**config.mk**
```make
export PLATFORM = sky130hd
export DESIGN_NAME = ps2_keyboard_flat
export DESIGN_NICKNAME = d
export VERILOG_FILES = /design/src/rtl/ps2_pkg.sv /design/src/rtl/ps2_keyboard_if.sv /design/src/rtl/ps2_rx.sv /design/src/rtl/ps2_keyboard.sv /design/src/flat_wrapper.sv
export SDC_FILE = /design/constraint.sdc
export NUM_CORES = 1
export LEC_CHECK = 0
export CORE_UTILIZATION = 56
export DETAILED_ROUTE_END_ITERATION = 8
export PLACE_DENSITY = 0.84
export SYNTH_ARGS = -nofsm -noshare
export SYNTH_HDL_FRONTEND = slang
export SYNTH_SLANG_ARGS = --single-unit
```
**constraint.sdc**
```tcl
create_clock -name CLK_CPU -period 3.5 [get_ports CLK_CPU]
set_input_delay 0.7 -clock CLK_CPU [delete_from_list [all_inputs] [get_ports CLK_CPU]]
set_output_delay 0.7 -clock CLK_CPU [all_outputs]
set_load 0.01 [all_outputs]
```
**src/rtl/ps2_pkg.sv**
```systemverilog
// Shared types, scan-code constants and the set-2 to ASCII lookup for the PS/2 keyboard.
package ps2_pkg;

  typedef enum logic [1:0] {
    IDLE,
    DATA,
    PARITY,
    STOP
  } rx_state_t;

  localparam logic [7:0] SC_EXT    = 8'hE0;
  localparam logic [7:0] SC_BREAK  = 8'hF0;
  localparam logic [7:0] SC_LSHIFT = 8'h12;
  localparam logic [7:0] SC_RSHIFT = 8'h59;

  // Set-2 make code to ASCII; 0x00 means unmapped. Shift uppercases letters and hides digits.
  function automatic logic [7:0] sc2ascii(input logic [7:0] code, input logic shift);
    logic [7:0] ch;
    ch = 8'h00;
    case (code)
      8'h1C: ch = 8'h61;  // a
      8'h32: ch = 8'h62;  // b
      8'h21: ch = 8'h63;  // c
      8'h23: ch = 8'h64;  // d
      8'h24: ch = 8'h65;  // e
      8'h2B: ch = 8'h66;  // f
      8'h34: ch = 8'h67;  // g
      8'h33: ch = 8'h68;  // h
      8'h43: ch = 8'h69;  // i
      8'h3B: ch = 8'h6A;  // j
      8'h42: ch = 8'h6B;  // k
      8'h4B: ch = 8'h6C;  // l
      8'h3A: ch = 8'h6D;  // m
      8'h31: ch = 8'h6E;  // n
      8'h44: ch = 8'h6F;  // o
      8'h4D: ch = 8'h70;  // p
      8'h15: ch = 8'h71;  // q
      8'h2D: ch = 8'h72;  // r
      8'h1B: ch = 8'h73;  // s
      8'h2C: ch = 8'h74;  // t
      8'h3C: ch = 8'h75;  // u
      8'h2A: ch = 8'h76;  // v
      8'h1D: ch = 8'h77;  // w
      8'h22: ch = 8'h78;  // x
      8'h35: ch = 8'h79;  // y
      8'h1A: ch = 8'h7A;  // z
      8'h45: ch = 8'h30;  // 0
      8'h16: ch = 8'h31;  // 1
      8'h1E: ch = 8'h32;  // 2
      8'h26: ch = 8'h33;  // 3
      8'h25: ch = 8'h34;  // 4
      8'h2E: ch = 8'h35;  // 5
      8'h36: ch = 8'h36;  // 6
      8'h3D: ch = 8'h37;  // 7
      8'h3E: ch = 8'h38;  // 8
      8'h46: ch = 8'h39;  // 9
      8'h29: ch = 8'h20;  // space
      8'h5A: ch = 8'h0D;  // enter
      8'h66: ch = 8'h08;  // backspace
      default: ch = 8'h00;
    endcase
    if (shift) begin
      if (ch >= 8'h61 && ch <= 8'h7A) ch = ch - 8'h20;
      else if (ch >= 8'h30 && ch <= 8'h39) ch = 8'h00;
    end
    return ch;
  endfunction

endpackage

```
**src/rtl/ps2_keyboard_if.sv**
```systemverilog
// Keyboard port towards the memory subsystem: head-of-FIFO key, pop level and status.
interface ps2_keyboard_if;
  logic       clean_key_buffer;
  logic [7:0] pressed_key;
  logic       frame_err;
  logic       overflow;

  modport master (output clean_key_buffer, input pressed_key, frame_err, overflow);
  modport slave  (input clean_key_buffer, output pressed_key, frame_err, overflow);
endinterface

```
**src/rtl/ps2_rx.sv**
```systemverilog
// PS/2 frame receiver: pin synchronizers, clock glitch filter, frame FSM and inter-bit timeout.
module ps2_rx
  import ps2_pkg::*;
#(
  parameter int unsigned FILTER_LEN = 4,
  parameter int unsigned TIMEOUT    = 24000
) (
  input  logic       clk,
  input  logic       rst,
  input  logic       ps2_clk,
  input  logic       ps2_data,
  output logic [7:0] code,
  output logic       code_valid,
  output logic       frame_err
);

  localparam int unsigned FW = $clog2(FILTER_LEN + 1);
  localparam int unsigned TW = $clog2(TIMEOUT + 1);

  logic [1:0]    clk_sync;
  logic [1:0]    data_sync;
  logic [FW-1:0] flt_cnt;
  logic          clk_flt;
  logic          fall;
  logic          din;

  rx_state_t     state, state_nxt;
  logic [2:0]    bit_cnt, bit_cnt_nxt;
  logic [7:0]    shreg, shreg_nxt;
  logic          par, par_nxt;
  logic [TW-1:0] to_cnt, to_cnt_nxt;
  logic [7:0]    code_nxt;
  logic          valid_nxt;
  logic          err_nxt;

  assign din = data_sync[1];

  // Two-flop synchronizers; reset to the released (high) bus level.
  always_ff @(posedge clk) begin
    if (rst) begin
      clk_sync  <= 2'b11;
      data_sync <= 2'b11;
    end else begin
      clk_sync  <= {clk_sync[0], ps2_clk};
      data_sync <= {data_sync[0], ps2_data};
    end
  end

  // Accept a new clock level after FILTER_LEN differing samples; strobe on 1->0.
  always_ff @(posedge clk) begin
    if (rst) begin
      flt_cnt <= '0;
      clk_flt <= 1'b1;
      fall    <= 1'b0;
    end else begin
      fall <= 1'b0;
      if (clk_sync[1] == clk_flt) begin
        flt_cnt <= '0;
      end else if (flt_cnt == FW'(FILTER_LEN - 1)) begin
        flt_cnt <= '0;
        clk_flt <= clk_sync[1];
        fall    <= clk_flt;
      end else begin
        flt_cnt <= flt_cnt + FW'(1);
      end
    end
  end

  // Frame FSM state and output registers.
  always_ff @(posedge clk) begin
    if (rst) begin
      state      <= IDLE;
      bit_cnt    <= '0;
      shreg      <= '0;
      par        <= 1'b0;
      to_cnt     <= '0;
      code       <= '0;
      code_valid <= 1'b0;
      frame_err  <= 1'b0;
    end else begin
      state      <= state_nxt;
      bit_cnt    <= bit_cnt_nxt;
      shreg      <= shreg_nxt;
      par        <= par_nxt;
      to_cnt     <= to_cnt_nxt;
      code       <= code_nxt;
      code_valid <= valid_nxt;
      frame_err  <= err_nxt;
    end
  end

  // Next state: advance on each filtered falling edge, abandon the frame on timeout.
  always_comb begin
    state_nxt   = state;
    bit_cnt_nxt = bit_cnt;
    shreg_nxt   = shreg;
    par_nxt     = par;
    to_cnt_nxt  = '0;
    code_nxt    = code;
    valid_nxt   = 1'b0;
    err_nxt     = 1'b0;
    if (fall) begin
      case (state)
        IDLE: begin
          if (!din) begin
            state_nxt   = DATA;
            bit_cnt_nxt = '0;
          end else begin
            err_nxt = 1'b1;
          end
        end
        DATA: begin
          shreg_nxt = {din, shreg[7:1]};
          if (bit_cnt == 3'd7) state_nxt = PARITY;
          else bit_cnt_nxt = bit_cnt + 3'd1;
        end
        PARITY: begin
          par_nxt   = din;
          state_nxt = STOP;
        end
        STOP: begin
          if (din && (^{shreg, par})) begin
            code_nxt  = shreg;
            valid_nxt = 1'b1;
          end else begin
            err_nxt = 1'b1;
          end
          state_nxt = IDLE;
        end
        default: state_nxt = IDLE;
      endcase
    end else if (state != IDLE) begin
      if (to_cnt == TW'(TIMEOUT - 1)) begin
        state_nxt = IDLE;
        err_nxt   = 1'b1;
      end else begin
        to_cnt_nxt = to_cnt + TW'(1);
      end
    end
  end

endmodule

```
**src/rtl/ps2_keyboard.sv**
```systemverilog
// PS/2 keyboard top: receiver, set-2 make/break decoder and ASCII key FIFO.
module ps2_keyboard
  import ps2_pkg::*;
#(
  parameter int unsigned FIFO_DEPTH = 4,
  parameter int unsigned FILTER_LEN = 4,
  parameter int unsigned TIMEOUT    = 24000
) (
  input  logic          CLK_CPU,
  input  logic          resetp,
  input  logic          ps2_clk,
  input  logic          ps2_data,
  ps2_keyboard_if.slave kbd
);

  localparam int unsigned PW = $clog2(FIFO_DEPTH);
  localparam int unsigned CW = PW + 1;

  logic [7:0]    code;
  logic          code_valid;
  logic          rx_err;

  logic          ext, brk, shift;
  logic          ext_nxt, brk_nxt, shift_nxt;
  logic          push_c;
  logic [7:0]    ascii_c;

  logic [7:0]    mem [FIFO_DEPTH];
  logic [PW-1:0] wr_ptr, rd_ptr;
  logic [CW-1:0] count;
  logic          clean_q;
  logic          overflow_q;
  logic          empty_c, full_c, pop_c, wr_c;

  ps2_rx #(
    .FILTER_LEN(FILTER_LEN),
    .TIMEOUT   (TIMEOUT)
  ) u_rx (
    .clk       (CLK_CPU),
    .rst       (resetp),
    .ps2_clk   (ps2_clk),
    .ps2_data  (ps2_data),
    .code      (code),
    .code_valid(code_valid),
    .frame_err (rx_err)
  );

  assign ascii_c = sc2ascii(code, shift);

  // Decoder: track E0/F0 prefixes and shift, request a push for mapped make codes.
  always_comb begin
    ext_nxt   = ext;
    brk_nxt   = brk;
    shift_nxt = shift;
    push_c    = 1'b0;
    if (code_valid) begin
      if (code == SC_EXT) begin
        ext_nxt = 1'b1;
      end else if (code == SC_BREAK) begin
        brk_nxt = 1'b1;
      end else if (ext) begin
        ext_nxt = 1'b0;
        brk_nxt = 1'b0;
      end else if (brk) begin
        if (code == SC_LSHIFT || code == SC_RSHIFT) shift_nxt = 1'b0;
        brk_nxt = 1'b0;
      end else if (code == SC_LSHIFT || code == SC_RSHIFT) begin
        shift_nxt = 1'b1;
      end else begin
        push_c = (ascii_c != 8'h00);
      end
    end
  end

  // Decoder flag registers.
  always_ff @(posedge CLK_CPU) begin
    if (resetp) begin
      ext   <= 1'b0;
      brk   <= 1'b0;
      shift <= 1'b0;
    end else begin
      ext   <= ext_nxt;
      brk   <= brk_nxt;
      shift <= shift_nxt;
    end
  end

  assign empty_c = (count == '0);
  assign full_c  = (count == CW'(FIFO_DEPTH));
  assign pop_c   = kbd.clean_key_buffer & ~clean_q & ~empty_c;
  assign wr_c    = push_c & (~full_c | pop_c);

  // FIFO pointers, occupancy, pop edge detect and sticky overflow.
  always_ff @(posedge CLK_CPU) begin
    if (resetp) begin
      wr_ptr     <= '0;
      rd_ptr     <= '0;
      count      <= '0;
      clean_q    <= 1'b0;
      overflow_q <= 1'b0;
    end else begin
      clean_q <= kbd.clean_key_buffer;
      if (wr_c)  wr_ptr <= wr_ptr + PW'(1);
      if (pop_c) rd_ptr <= rd_ptr + PW'(1);
      count <= count + CW'(wr_c) - CW'(pop_c);
      if (push_c & full_c & ~pop_c) overflow_q <= 1'b1;
    end
  end

  // FIFO storage; contents are don't-care while the entry is unoccupied.
  always_ff @(posedge CLK_CPU) begin
    if (wr_c) mem[wr_ptr] <= ascii_c;
  end

  assign kbd.pressed_key = empty_c ? 8'h00 : mem[rd_ptr];
  assign kbd.frame_err   = rx_err;
  assign kbd.overflow    = overflow_q;

endmodule
```
**src/flat_wrapper.sv**
```systemverilog
// flat-port wrapper written by rule: the top's interface ports become plain ports
module ps2_keyboard_flat import ps2_pkg::*;
#(
  parameter int unsigned FIFO_DEPTH = 4,
  parameter int unsigned FILTER_LEN = 4,
  parameter int unsigned TIMEOUT    = 24000
)
  (CLK_CPU, resetp, ps2_clk, ps2_data, kbd_clean_key_buffer, kbd_pressed_key, kbd_frame_err, kbd_overflow);
  ps2_keyboard_if kbd_i ();
  input  logic CLK_CPU;
  input  logic resetp;
  input  logic ps2_clk;
  input  logic ps2_data;
  input wire logic [$bits(kbd_i.clean_key_buffer)-1:0] kbd_clean_key_buffer;
  output wire logic [$bits(kbd_i.pressed_key)-1:0] kbd_pressed_key;
  output wire logic [$bits(kbd_i.frame_err)-1:0] kbd_frame_err;
  output wire logic [$bits(kbd_i.overflow)-1:0] kbd_overflow;
  assign kbd_i.clean_key_buffer = kbd_clean_key_buffer;
  assign kbd_pressed_key = kbd_i.pressed_key;
  assign kbd_frame_err = kbd_i.frame_err;
  assign kbd_overflow = kbd_i.overflow;
  ps2_keyboard #(.FIFO_DEPTH(FIFO_DEPTH), .FILTER_LEN(FILTER_LEN), .TIMEOUT(TIMEOUT)) u_core (.CLK_CPU(CLK_CPU), .resetp(resetp), .ps2_clk(ps2_clk), .ps2_data(ps2_data), .kbd(kbd_i));
endmodule
```
==> flow_summary.json <==
{
  "ctsHoldBuffers": 0,
  "route.detailed.drc": 0,
  "cts_tree": "built",
  "arrival_ps": 3460,
  "grt_max_degree": 30,
  "max_freq_ghz": 0.310,
  "synth_nets": 615,
  "min_period_over_period_pct": 92.3,
  "crit_path_start": "u_core.u_rx.shreg[6]",
  "path_cells": "xor2_1, xor3_2, mux2_4, nand2_1, a21oi_1, buf_4, ha_1, inv_1, o21ai_1, a21oi_2, and3b_1, or4b_1",
  "dr.pass1.iters": 6,
  "ctsRootBufferMaster": "clkbuf_8",
  "fin_setup_tns_ps": 0,
  "yosys_warnings": 0,
  "yosys.area.top_type": "dfxtp_1",
  "grt_pass1_wl_mm": 20.1,
  "area_growth_pct": 10.4,
  "crit_path_max_incr_delay_ps": 540,
  "critPathMaxFanout": 12,
  "core_um2": 9420,
  "register_area_um2": 2340,
  "h-tree-depth": 3,
  "layout-drive-gt1-share_pct": 12.5,
  "finalMaxSlewViolations": 0,
  "numCtsBuffers": 9,
  "multi_input_area_um2": 2960,
  "rsz0062_at_grt": "no",
  "setup_viol": 0,
  "die-area_um2": 10300,
  "syn-instance-count": 584,
  "synthMuxAreaShare_pct": 8.18,
  "synth-simple-area-share_pct": 23.1,
  "synth-adder-area-share_pct": 6.02,
  "die_w_um": 101,
  "drt_wl_total_mm": 11.8,
  "finalWeightedCongestion": 1.01,
  "diodes": 0,
  "ys.flop_type": "dfxtp_1",
  "vias_per_cell": 5.89,
  "p_per_area_nw_per_um2": 373,
  "synth_edf_count": 32,
  "min_period_ps": 3230,
  "worstMarginPinSlew_ps": 651,
  "hold_viol_final": 0,
  "synth.top_cell.area_share_pct": 25.0,
  "critPathLaunchType": "flip-flop",
  "cpLargestDelayFamily": "simple AND/OR/NAND/NOR gates",
  "rows": 35,
  "first_iter_violations": 301,
  "antenna_left": 0,
  "async_reset_ff_share_pct": 0,
  "synthXorXnorAreaFrac_pct": 5.21,
  "final_area_um2": 6100,
  "worstSetupEndpointType": "flip-flop",
  "cp.depth": 12,
  "slowest_stage": "xor3_2",
  "first_global_vias": 4233,
  "worstReg2RegStart": "u_core.u_rx.shreg[6]",
  "worstHoldPathType": "flip-flop to flip-flop",
  "ir_worst_vdd_mv": 0.219,
  "synth_seq_area_share_pct": 42.4,
  "synth_area_leaders": "dfxtp_1 25%, edfxtp_1 17%, ha_1 5.7%",
  "ys_types": 73,
  "critPathRequiredTime_ps": 3740,
  "io_pins": 15,
  "placed_area_um2": 5870,
  "syn_area_um2": 5520,
  "relSlewSlack_pct": 56.0,
  "clk_latency_ps": 370,
  "clockBufferDepth": 2,
  "antenna_found_initial": 0,
  "cts_sinks": 101,
  "die_y_um": 101,
  "synth_compound_area_share_pct": 10.8,
  "initial_utilization_pct": 58.7,
  "port_buffers": 14,
  "final_cell_count_no_fill": 736,
  "post-place-cells": 720,
  "synth-seq-cells": 101,
  "status": "finished, final reports clean",
  "synth_top_family_by_area": "simple AND/OR/NAND/NOR gates",
  "worstPathBufferInverterCount": 2,
  "hpwl_mm": 8.84,
  "final_nets": 633,
  "vias": 4337,
  "rr_worst_depth": 12,
  "grtUsageTotal_pct": 24.8,
  "cap_violations": 0,
  "fin_worst_skew_ps": 17.1,
  "grt-ovfl-total": 0,
  "wl_per_cell_um": 16.1,
  "avgSynthCellArea_um2": 9.46,
  "fillers": 746,
  "crit_type": "flip-flop to flip-flop",
  "r2r_setup_slack_ps": 270,
  "leakagePower_uw": 0.00230,
  "clkTransAtPathRegs_ps": 110
}
state kept, by name (all words and copies together), names as in the netlist, 2 cells and up, named ones only:
register	count
u_core.u_rx.flt_cnt	3
u_core.u_rx.state	2
u_core.u_rx.code	8
u_core.u_rx.bit_cnt	3
u_core.rd_ptr	2
u_core.mem	32
u_core.u_rx.to_cnt	15
u_core.u_rx.shreg	8
u_core.u_rx.data_sync	2
u_core.wr_ptr	2
u_core.count	3
u_core.u_rx.clk_sync	2
kinds of logic (layout without fill, tap and decap cells):
logic type               count (synthesis)  in the layout
flip-flops                             101            101
AND/OR/NAND/NOR                        248            248
adder cells (fa/ha/maj)                 26             26
multiplexers                            32             32
XOR/XNOR                                27             27
AO/OA/AOI/OAI                           94             94
buffers and inverters                   56             79
power by group:
group          switching (uW)  total [uW]  internal, uW
Combinational            96.0         216           120
Clock                     447         802           356
Sequential               33.1        1250          1220
cell usage after synthesis (12+ instances only):
cell and n:
nor2_1 58, dfxtp_1 69, nand2b_1 17, a21oi_1 35
and3_1 12, xnor2_1 12, nor2b_1 22, nand2_1 52
o21ai_0 19, nor3_1 15, nand3_1 23, clkbuf_1 21
ha_1 25, mux2i_1 13, edfxtp_1 32, inv_1 21
routing by layer:
| layer | global-route usage [%] | part of all wire, % | routed length [um] |
|---|---|---|---|
| met4 | 9.59 | 2.5 | 299 |
| met1 | 30.9 | 44 | 5160 |
| met3 | 3.73 | 5.1 | 598 |
| met2 | 43.5 | 49 | 5780 |
| met5 | 0 | 0 | 0 |
layout make-up:
type / instances / share of cell area [%]
multi-input combinational: 427 / 48.5
clock buffer: 9 / 2.03
clock inverter: 7 / 1.64
sequential: 101 / 38.4
timing repair buffer: 39 / 5.29
tap: 129 / 2.65
inverter: 24 / 1.48
what timing repair did:
action                     CTS  global route
setup endpoints to repair    0             1
resized for setup            0             1
buffers inserted             0             0
cell usage in the layout, fill, tap and decap left out, types with 3 or more instances in the layout:
cell type and count:
dfxtp_1 68, mux2_1 3, nor3b_1 3, nand2b_1 17, buf_4 25, clkbuf_8 9
nor4b_1 5, a211o_1 4, ha_1 25, xor2_1 11, clkdlybuf4s50_1 13, and2_1 10
mux4_2 8, nor2b_1 22, or2_2 6, nor2_1 58, and3_1 12, nand3_1 23
xnor2_1 12, o22ai_1 3, o2111ai_1 3, inv_1 21, o21ai_0 19, a21oi_1 35
a32oi_1 3, a211oi_1 4, mux2i_1 13, a41oi_1 3, mux2_2 5, nor3_1 15
nand4_1 6, nand2_1 52, edfxtp_1 32, inv_2 3
worst min-delay path by stage:
stage,endpoint,cells after the start,startpoint
floorplan,u_core.u_rx.clk_sync[1],1,u_core.u_rx.clk_sync[0]
CTS,u_core.u_rx.clk_sync[1],1,u_core.u_rx.clk_sync[0]
detailed placement,u_core.u_rx.clk_sync[1],1,u_core.u_rx.clk_sync[0]
global route,u_core.u_rx.clk_sync[1],1,u_core.u_rx.clk_sync[0]
finish,u_core.u_rx.clk_sync[1],1,u_core.u_rx.clk_sync[0]
global placement,u_core.u_rx.clk_sync[1],1,u_core.u_rx.clk_sync[0]
worst register-to-register path, cell delays in order (launching register included):
cell	delay [ps]
dfxtp_2	410
xor2_1	210
xor3_2	540
mux2_4	390
nand2_1	110
a21oi_1	80
buf_4	180
ha_1	230
inv_1	80
o21ai_1	80
a21oi_2	120
and3b_1	180
or4b_1	510
metrics by stage:
step	worst slack, ps	power [uW]	utilization [%]	hold WS (ps)
after CTS	206	2290	64.8	430
after global routing	59.1	2370	64.8	446
final	271	2270	64.8	429
after detailed placement	243	1500	62.4	404
after global placement	325	1490	62.4	393
after floorplan	1.14	1420	-	389
No activity file was read; power rests on OpenSTA's default activity.
==> patch (same settings) <==
Reset style: asynchronous (`resetp` and `rst`), changed in 5 clocked blocks. Comments in the files are not updated.
--- a/src/rtl/ps2_rx.sv
+++ b/src/rtl/ps2_rx.sv
@@ -37,5 +37,5 @@
 
   // Two-flop synchronizers; reset to the released (high) bus level.
-  always_ff @(posedge clk) begin
+  always_ff @(posedge clk or posedge rst) begin
     if (rst) begin
       clk_sync  <= 2'b11;
@@ -48,5 +48,5 @@
 
   // Accept a new clock level after FILTER_LEN differing samples; strobe on 1->0.
-  always_ff @(posedge clk) begin
+  always_ff @(posedge clk or posedge rst) begin
     if (rst) begin
       flt_cnt <= '0;
@@ -68,5 +68,5 @@
 
   // Frame FSM state and output registers.
-  always_ff @(posedge clk) begin
+  always_ff @(posedge clk or posedge rst) begin
     if (rst) begin
       state      <= IDLE;
--- a/src/rtl/ps2_keyboard.sv
+++ b/src/rtl/ps2_keyboard.sv
@@ -74,5 +74,5 @@
 
   // Decoder flag registers.
-  always_ff @(posedge CLK_CPU) begin
+  always_ff @(posedge CLK_CPU or posedge resetp) begin
     if (resetp) begin
       ext   <= 1'b0;
@@ -92,5 +92,5 @@
 
   // FIFO pointers, occupancy, pop edge detect and sticky overflow.
-  always_ff @(posedge CLK_CPU) begin
+  always_ff @(posedge CLK_CPU or posedge resetp) begin
     if (resetp) begin
       wr_ptr     <= '0;
Formal check against the unedited RTL: differs if resetp is asserted again (counterexample within 10 cycles, from zero or initial values and one cycle with resetp high); with resetp held inactive, the same outputs for 10 cycles.
==> patch against the original RTL <==
Setup slack got worse by 0.10 ns. Sequential cell count shrank 9. Critical path type unchanged. Power up 1.7%. Highest routed layer unchanged. Global-route usage decreased by 1.9 points. Area after synthesis fell by 9.4%. Maximum frequency is 3.1% lower. Final area shrank 6.2%. Utilization rose by 1.2 points. Routed wire length decreased by 14%.
==> patch: results (changes against the original RTL) <==
- Vias in the first global route: 3372 (-20%)
- CTS H-tree lvls: 3 (unchanged)
- Initial drt markers: 209 (-31%)
- Hold wc startpoint: u_core.u_rx.data_sync[0]
- Worst flop-to-flop path startpoint: u_core.u_rx.code[1]
- First-pass iteration count of the detailed router: 4 (-2)
- Synth area leaders: dfrtp_1 27%, edfxtp_1 19%, ha_1 5.7%, mux2_2 4.9%, mux4_2 3.6%
- YS warnings: 0 (unchanged)
- RePlAce Congestion: 0.979 (-2.6%)
- Met1 global-route usage: 0.302 (-0.00753)
- Pre-CTS setup slack: 0.0510 ns (-0.192 ns)
- Drt total wl: 10200 um (-14%)
- GRT Overall Usage: 0.230 (-0.0187)
- Root Buffer: clkbuf_8
- Synth area leader: dfrtp_1
- Leak: 2.46 nW (+7.1%)
- Max Root-Sink Buffers: 2 (unchanged)
- Netlist cell types: 66 (-9.6%)
- Clk slew on worst S/H paths: 0.09 ns (-0.02 ns)
- Share of layout cells above drive strength 1: 0.227 (+0.102)
- WP data arrival: 3.56 ns (+0.10 ns)
- Met2 Track Usage GR: 0.388 (-0.0469)
- Fin cells: 596 (-19%)
- Layout Skew: 0.0176 ns (+0.000534 ns)
- Commonest cells in the netlist: 55 x dfrtp_1, 37 x nor2_1, 33 x nand2_1
- Final net count: 512 (-19%)
- Vias per Instance: 5.88 (-0.20%)
- CTS Buf Count: 9 (unchanged)
- Largest registers: u_core.mem (32), u_core.u_rx.to_cnt (15)
- First-pass GRT wire length: 16200 um (-19%)
- Initial antenna violation count: 0 (unchanged)
- N_diodes: 0 (unchanged)
- Fillers: 659 (-12%)
- CP startpoint kind: flop
- Async SR Flop Fraction: 0.652 (+0.652)
- Post-CTS setup buffer count: 0 (unchanged)
- Synthesized area per cell: 11.2 um^2 (+19%)
- CP max FO: 10 (-2)
- Area after DPL: 5410 um^2 (-7.9%)
- Placed insts: 580 (-19%)
- Sequential area share after synthesis: 0.493 (+0.0690)
- Syn nets: 475 (-23%)
- Worst slew pin tran: 0.811 ns (+0.159 ns)
- Worst-Skew Late Latency: 0.36 ns
- Final HPWL DP: 7600 um (-14%)
- Largest net degree at the start of global routing: 40 (+33%)
- Peak VDD IR: 317 uV (+45%)
- Post-synth EDFFs: 32 (unchanged)
- Outcome: finished, final reports clean
- Worst hold-check path type: flop to flop
- GRT met3 Usage: 0.0368 (-0.000491)
- PortBufs: 14 (unchanged)
patch: logic make-up after synthesis:
family,share of synthesized area
buf+inv,0.0357
simple gates,0.169
fa+ha+maj,0.0615
mux,0.0945
flops,0.493
xor+xnor,0.0437
compound gates,0.102
patch: area by class of cell:
type                    count  area, um^2  share of cell area
inverters                  23        86.3              0.0151
multi-input cells         314        2420               0.424
clock buffers              10         149              0.0260
clock inverters             6        97.6              0.0171
flip-flops and latches     92        2470               0.432
repair buffers             43         358              0.0625
well taps                 108         135              0.0236
patch: repair_timing:
item                       CTS  global route
resized for setup            1            14
pin swaps                    0             3
hold endpoints to repair     0             0
setup endpoints to repair    1             1
patch: final timing paths:
path | cells past startpoint | endpoint | slack, ns
worst max-delay path | 13 | u_core.count[2] | 0.17
worst min-delay path | 0 | u_core.u_rx.data_sync[1] | 0.36
worst max register to register | 13 | u_core.count[2] | 0.17
worst min register to register | 0 | u_core.u_rx.data_sync[1] | 0.36
max in group asynchronous | 3 | u_core.u_rx.data_sync[0] | 1.94
min in group asynchronous | 2 | u_core.u_rx.to_cnt[5] | 0.81
patch: routing by layer:
layer | share of wire | vias up
met4 | 0.012 | 0
met3 | 0.030 | 11
met5 | 0 | -
li1 | - | 1683
met1 | 0.45 | 1750
met2 | 0.51 | 61
patch: worst max-delay path: stages, from the launching register on:
cell and delay [ns]:
dfrtp_2 0.41, buf_4 0.17, ha_1 0.22, mux2_2 0.30
nand3_1 0.11, nand3_2 0.11, a32oi_4 0.20, or4b_4 0.52
o22ai_4 0.20, a21oi_2 0.09, ha_1 0.21, fa_2 0.36
xnor2_2 0.15, xnor2_1 0.14
patch: power by group:
part           total [mW]  leakage (nW)  internal [mW]  switching [mW]
Clock               0.852         0.126          0.459           0.394
Combinational       0.218          1.17          0.121          0.0962
Sequential           1.24          1.17           1.16          0.0788
